--- config.mk ---
export PLATFORM = sky130hd
export DESIGN_NAME = id_ex_stage_reg
export DESIGN_NICKNAME = d
export VERILOG_FILES = /design/src/rtl/id_ex_stage_reg.sv
export SDC_FILE = /design/constraint.sdc
export NUM_CORES = 1
export LEC_CHECK = 0
export ABC_CLOCK_PERIOD_IN_PS = 3600
export BUFFER_PORTS_ARGS = -buffer_cell sky130_fd_sc_hd__buf_2
export CORE_MARGIN = 2
export CORE_UTILIZATION = 40
export DETAILED_ROUTE_END_ITERATION = 7
export GPL_ROUTABILITY_DRIVEN = 0
export PLACE_DENSITY = 0.63
export SETUP_SLACK_MARGIN = 0.15
export SLEW_MARGIN = 20
export SYNTH_ARGS = -nofsm -noshare
export SYNTH_HDL_FRONTEND = slang
export SYNTH_SLANG_ARGS = --single-unit
--- constraint.sdc ---
create_clock -name clk -period 3.6 [get_ports clk]
set_clock_uncertainty 0.15 [all_clocks]
set_input_delay 0.18 -clock clk [delete_from_list [all_inputs] [get_ports clk]]
set_output_delay 0.18 -clock clk [all_outputs]
set_load 0.005 [all_outputs]
--- src/rtl/id_ex_stage_reg.sv ---
// id_ex_stage_reg: ID/EX pipeline register with 2-entry skid buffer, flush and bubble counter
module id_ex_stage_reg #(
  parameter int DATA_W     = 32,
  parameter int REG_ADDR_W = 5
) (
  input  logic                    clk,
  input  logic                    rst_n,
  input  logic                    flush,
  input  logic                    in_valid,
  output logic                    in_ready,
  input  logic [1:0]              in_alu_op,
  input  logic [2:0]              in_funct3,
  input  logic [6:0]              in_funct7,
  input  logic [6:0]              in_ctrl,
  input  logic [4*DATA_W-1:0]     in_data,
  input  logic [3*REG_ADDR_W-1:0] in_regs,
  output logic                    out_valid,
  input  logic                    out_ready,
  output logic [1:0]              out_alu_op,
  output logic [2:0]              out_funct3,
  output logic [6:0]              out_funct7,
  output logic [6:0]              out_ctrl,
  output logic [4*DATA_W-1:0]     out_data,
  output logic [3*REG_ADDR_W-1:0] out_regs,
  output logic [15:0]             bubble_cnt
);
  localparam int PW = 19 + 4*DATA_W + 3*REG_ADDR_W;
  typedef enum logic [1:0] {EMPTY = 2'b00, BAD = 2'b01, FULL = 2'b10, SKID = 2'b11} state_t;
  state_t state, state_n;
  logic [PW-1:0] main_q, skid_q, in_p;
  logic main_v, skid_v, acc, drn, ld_in, ld_skid, ld_fwd;
  assign main_v    = state[1];
  assign skid_v    = state[0];
  assign in_ready  = ~skid_v;
  assign out_valid = main_v;
  assign in_p      = {in_alu_op, in_funct3, in_funct7, in_ctrl, in_data, in_regs};
  assign acc       = in_valid & in_ready;
  assign drn       = main_v & out_ready;
  always_comb begin
    state_n = state;
    ld_in   = 1'b0;
    ld_skid = 1'b0;
    ld_fwd  = 1'b0;
    case (state)
      EMPTY: begin
        state_n = acc ? FULL : EMPTY;
        ld_in   = acc;
      end
      FULL: begin
        state_n = drn ? (acc ? FULL : EMPTY) : (acc ? SKID : FULL);
        ld_in   = acc & drn;
        ld_skid = acc & ~drn;
      end
      SKID: begin
        state_n = drn ? FULL : SKID;
        ld_fwd  = drn;
      end
      default: state_n = EMPTY;
    endcase
    // flush wins: a same-cycle acceptance is discarded, a same-cycle drain already happened
    if (flush) begin
      state_n = EMPTY;
      ld_in   = 1'b0;
      ld_skid = 1'b0;
      ld_fwd  = 1'b0;
    end
  end
  always_ff @(posedge clk or negedge rst_n)
    if (!rst_n) state <= EMPTY;
    else state <= state_n;
  always_ff @(posedge clk or negedge rst_n)
    if (!rst_n) main_q <= '0;
    else if (ld_in) main_q <= in_p;
    else if (ld_fwd) main_q <= skid_q;
  always_ff @(posedge clk or negedge rst_n)
    if (!rst_n) skid_q <= '0;
    else if (ld_skid) skid_q <= in_p;
  always_ff @(posedge clk or negedge rst_n)
    if (!rst_n) bubble_cnt <= '0;
    else if (out_ready & ~main_v & ~&bubble_cnt) bubble_cnt <= bubble_cnt + 16'd1;
  // control fields are gated so a bubble can never write registers or memory
  assign out_alu_op = main_v ? main_q[PW-1 -: 2] : 2'b00;
  assign out_funct3 = main_q[PW-3 -: 3];
  assign out_funct7 = main_q[PW-6 -: 7];
  assign out_ctrl   = main_v ? main_q[PW-13 -: 7] : 7'd0;
  assign out_data   = main_q[3*REG_ADDR_W +: 4*DATA_W];
  assign out_regs   = main_q[3*REG_ADDR_W-1:0];
endmodule
### Word-level counts from Yosys, hierarchy flattened

Cells that the tools add are included.

| operators by class | value |
|---|---|
| muxes and demuxes | 16 |
| equal/unequal tests | 2 |
| bitwise operators | 9 |
| add/sub/neg operators | 1 |
| reductions and logical operators | 4 |

Operators by type and width:

| operator | count |
|---|---|
| 162-bit two-way mux | 2 |
| 16-bit by 1-bit adder with 16-bit output, second input constant | 1 |
| 16-bit AND reduction | 1 |
| 2-bit two-way mux | 4 |
| 1-bit two-way mux | 7 |
| 7-bit two-way mux | 1 |
| 1-bit bitwise AND | 6 |
| 2-bit case mux with 3 select lines | 1 |
| 2-bit == test, second input constant | 2 |
| 1-bit NOT | 3 |
| 2-bit logical NOT | 1 |
| 1-bit case mux with 2 select lines | 1 |
| 2-bit nonzero test | 1 |
| 1-bit logical NOT | 1 |

| word-level totals | value |
|---|---|
| flip-flop bits (word level) | 342 |
| logic and storage cells | 36 |
| input bits | 167 |
| output and inout port bits | 180 |

### Logic depth before layout (Yosys ltp)

| depth | value |
|---|---|
| word-level depth | 6 |
| gate-level depth with buffers | 7 |
| mapped depth without buffers | 5 |

### Worst setup path before layout

Ideal clock, no wire load.

| timing | value |
|---|---|
| path kind | register -> register |
| start point | register bubble_cnt[0] |
| end point | register bubble_cnt[2] |
| path buffers | 1 |
| arrival time | 1604 ps |
| cell stages (with the launch flop) | 7 |
| library setup time | 79 ps |
| setup slack | 1767 ps |
| path through | dfrtp_1 ha_1 and4_1 and4_1 buf_2 nor3b_1 xor2_1 |

| between the ends | value |
|---|---|
| word-level cells in the longest chain between the ends | 3 |
| elaborated cells on any way between the ends | 4 |
| those cells by class | 1 x add/sub; 1 x bitwise; 2 x reduce/logical |

RTL lines:

| item | RTL line | RTL |
|---|---|---|
| start, declared | 25 | `output logic [15:0] bubble_cnt` |
| start signal, assigned | 80 | `else if (out_ready & ~main_v & ~&bubble_cnt) bubble_cnt <= bubble_cnt + 16'd1;` |
| branches (longest 3 deep; another with 16-bit by 1-bit adder with 16-bit output) | - |  |

Parallel ways; which one is timed is not known.
A chain may end at the register's enable or synchronous reset.

### Worst setup path after layout

| timing | value |
|---|---|
| start point | register state[1] |
| end point | register skid_q[140] |

| between the ends | value |
|---|---|
| word-level cells in the longest chain between the ends | 5 |
| elaborated cells on any way between the ends | 6 |
| those cells by class | 1 x eq/ne; 2 x mux; 3 x bitwise |

RTL lines:

| item | RTL line | RTL |
|---|---|---|
| start, declared | 29 | `state_t state, state_n;` |
| start signal, assigned | 70 | `else state <= state_n;` |
| 1-bit bitwise AND | 38 | `assign drn = main_v & out_ready;` |
| 1-bit NOT | 52 | `ld_skid = acc & ~drn;` |
| 1-bit bitwise AND | 52 |  |
| 1-bit two-way mux (*) | 44 | `case (state)` |
| 1-bit two-way mux (*) | 61 | `if (flush) begin` |
| end signal, assigned | 77 | `else if (ld_skid) skid_q <= in_p;` |
| end, declared | 30 | `logic [PW-1:0] main_q, skid_q, in_p;` |

Mark *: on every way between the ends. The rest lies on a longest branch, timed or not.

==> run summary <==
The initial antenna violation count is 0. Across all hold checks on the routed design, the worst slack comes to 0.186 ns. Global routing finished with a remaining overflow of 0.

The run gives 15,200 um^2 as the cell area after synthesis. On the worst path, the slowest cell contributes a delay of 0.63 ns. The flow ran to the end, and the final reports show no timing, DRC or antenna violations.

The final-report max-slew violation count is 0. For the maximum VDD drop, the log shows 0.445 mV. The initialized floorplan defines 71 standard-cell rows. The critical path goes through nor3b_2, nand3_4, buf_12, mux2_1. The finished layout holds 2,017 standard cells, fillers aside. Pin count of the biggest net entering global routing: 116. Counting distinct cell types in the post-synthesis netlist gives 36. Of all flip-flops after synthesis, the portion carrying an async set or reset was 100%. Registers take 8560 um^2.

Setup repair after global routing left no endpoint under its margin. The routed design has 35.4 mm of wire. Cells with a size suffix above 1 make up 34.1% of the layout. The number of search-and-repair iterations in the first detailed-routing pass is 4. The area growth from synthesis to layout is 26.5%.

The most used flip-flop cell after synthesis is dfrtp_1. The power per cell area was 562 nW/um^2; the via count normalized by instance count was 5.02. Of the available clock period, the critical path in the final layout requires 73.5%. The worst path in the final design needs a cycle of 2.65 ns, including I/O delays and setup. The element type at the critical path end is a flip-flop. Headroom to the max-slew limit came out at 36.2%. STA classifies the critical path startpoint as a flip-flop. The average wire per standard cell is 17.6 um, and the leakage power summed over all cells is 9.97 nW. The multi-input combinational cells in the finished layout cover a total of 5000 um^2. Sorting the synthesized cells by area gives the leading types as dfrtp_1, a22o_1, buf_4. TritonCTS built the clock tree.

In the final timing run, aggregate negative setup slack is 0 ns. The depth of the CTS H-tree came out at 2. Counting flops with a built-in enable in the synthesized netlist gives 0. For this run, the register share of the synthesized area comes to 56.5%.

At the worst endpoint, the required time is 3.86 ns. Post-CTS clock slew at the launch and capture registers of the worst setup and hold paths: 0.06 ns. The tools report the final hold violation count as 0.

During I/O placement, the number of pins put on the boundary was 347. After clock tree synthesis, the setup repair step added 0 buffers. The Yosys step of the flow raised 0 warnings. Critical path data arrival time: 2.91 ns. The first-pass GRT wire length is 56.4 mm. The tools report the synthesized netlist net count as 1,301. The root buffer cell chosen for the clock tree is clkbuf_16. The cell type with the highest aggregate area in the netlist was dfrtp_1. In this run, the number of DRC markers left after iteration 0 of detailed routing was 319. The clock passes through at most 3 buffers. Synthesis handed over a netlist of 1,133 instances.

Global routing consumed, over all layers together, 18.0% of the routing resources. The count of input and output buffers works out to 346. The floorplan step set the die width to 199 um. The initial utilization of the core area, before any placement, comes to 40.4%. For the number of buffers created by CTS, the log shows 39. The class of the most critical setup path was flip-flop to flip-flop. Fill cells in the final layout number 3,297. The total number of vias came out at 10,100. The run gives 0 as the post-detailed-route DRC marker count.

For the pin with the worst max-slew slack, the measured transition is 0.956 ns. The clock latency reported for the late side of the worst-skew pair is 0.53 ns, and the maximum fanout count along the critical path is 47. The logs give 0 for the final antenna diode count and 378 MHz for the maximum achievable frequency. The floorplan step defined a die boundary enclosing 39,500 um^2.

For this run, the post-layout net count is 1,647. The placed wire-length estimate is 21.7 mm, and the area of the placeable core is 37,500 um^2. The design draws 10.8 mW.

From bottom edge to top edge, the die measures 199 um. The area fraction of the dominant cell type after synthesis was 56.5%. The min-delay analysis places its worst path in the category input port to asynchronous set/reset pin. The clock net sink count was 342. Synthesis inferred 342 register bits. Among all cell types in the netlist, the one instantiated most often is dfrtp_1.

Via count of the first global-routing pass: 10,600. The cell count after placement came out at 1,781. The detail route stage leaves a number of antenna-violating nets equal to 0.

Max-cap violations in this run came to 0. Setup violations remaining at the end of the flow were counted as 0. By count the netlist is led by dfrtp_1, buf_4, a21o_1, a22o_1, mux2_2. The library cell contributing the largest single delay on the critical path is dfrtp_1.

The mean instance size in the synthesized netlist is 13.4 um^2.
==> stage by stage <==
stage               worst slack [ns]  area, um^2  util (%)
floorplan                       1.77       15200         -
global placement               0.948       16200      43.2
detailed placement             0.885       16200      43.2
CTS                            0.867       19200      51.1
global route                   0.760       19200      51.1
finish                         0.954       19200      51.1
==> power by group <==
group	total [mW]	internal, mW	switching (mW)
Clock	3.95	2.42	1.52
Combinational	1.71	1.00	0.701
Sequential	5.13	4.66	0.470
==> cells by family (layout without fill, tap and decap cells) <==
family,after synthesis,count (layout),synth area share (%)
and+or+nand+nor,55,55,2.17
buffers and inverters,228,601,10.7
DFF,342,342,56.5
muxes,165,165,12.2
AOI/OAI and AO/OA,328,328,17.5
adders and majority gates,1,1,0.0826
xor gates and xnor gates,14,14,0.809
==> what timing repair did <==
item | CTS | global route
hold buffers | 168 | 0
hold endpoints to repair | 435 | 0
gates resized for setup | 0 | 0
setup endpoints to repair | 0 | 0
==> layout by cell type, fill, tap and decap left out, types with 2 or more instances in the layout <==
master / Yosys / routed
buf_2: 40 / 345
dfrtp_1: 342 / 342
dlygate4sd3_1: 0 / 168
a22o_1: 160 / 160
a21o_1: 160 / 160
mux2_2: 83 / 83
mux2_1: 80 / 80
clkbuf_16: 0 / 41
xor2_1: 13 / 13
nand2_1: 11 / 11
clkbuf_8: 0 / 10
buf_12: 0 / 10
and2_1: 9 / 9
clkbuf_1: 5 / 9
nor3_1: 8 / 8
buf_4: 171 / 7
o21ai_0: 5 / 5
clkinv_2: 0 / 5
and4_1: 4 / 4
nand3_1: 4 / 4
nand2b_1: 3 / 3
nor4_1: 3 / 3
inv_2: 2 / 2
mux2i_1: 2 / 2
and3_1: 2 / 2
bufinv_16: 0 / 2
==> final timing paths <==
path / cells after the start / from / slack [ns] / end
worst max-delay path: 4 / state[1] / 0.95 / skid_q[140]
min in group clk: 3 / in_funct7[6] / 0.26 / skid_q[156]
max in group asynchronous: 3 / rst_n / 2.14 / main_q[110]
worst min-delay path: 2 / rst_n / 0.19 / skid_q[105]
worst max register to register: 4 / state[1] / 0.95 / skid_q[140]
worst min register to register: 1 / main_q[133] / 0.32 / main_q[133]
==> per-layer routing <==
layer	track usage, %	share of wire (%)	vias up
met1	21.7	42	5130
li1	-	-	4647
met4	8.02	3.4	0
met2	30.0	48	271
met3	5.02	6.6	80
met5	0	0	-
==> registers in the layout, summed over array words and instances (netlist names) <==
| register | count |
|---|---|
| main_q | 162 |
| state | 2 |
| bubble_cnt | 16 |
| skid_q | 162 |
==> final cells by class <==
class,count,share of cell area (%)
clock buffers,60,6.25
clock inverters,8,0.483
inverters,2,0.0392
multi-input cells,563,26.1
flip-flops and latches,342,44.6
well taps,511,3.33
repair buffers,531,19.2
==> critical path: cells and delay by family, from the launching register on <==
kind / cells / cell delay [ns]
and+or+nand+nor: 2 / 0.91
muxes: 1 / 0.35
DFF: 1 / 0.63
buffers and inverters: 1 / 0.43
(Power assumes the default switching activity.)
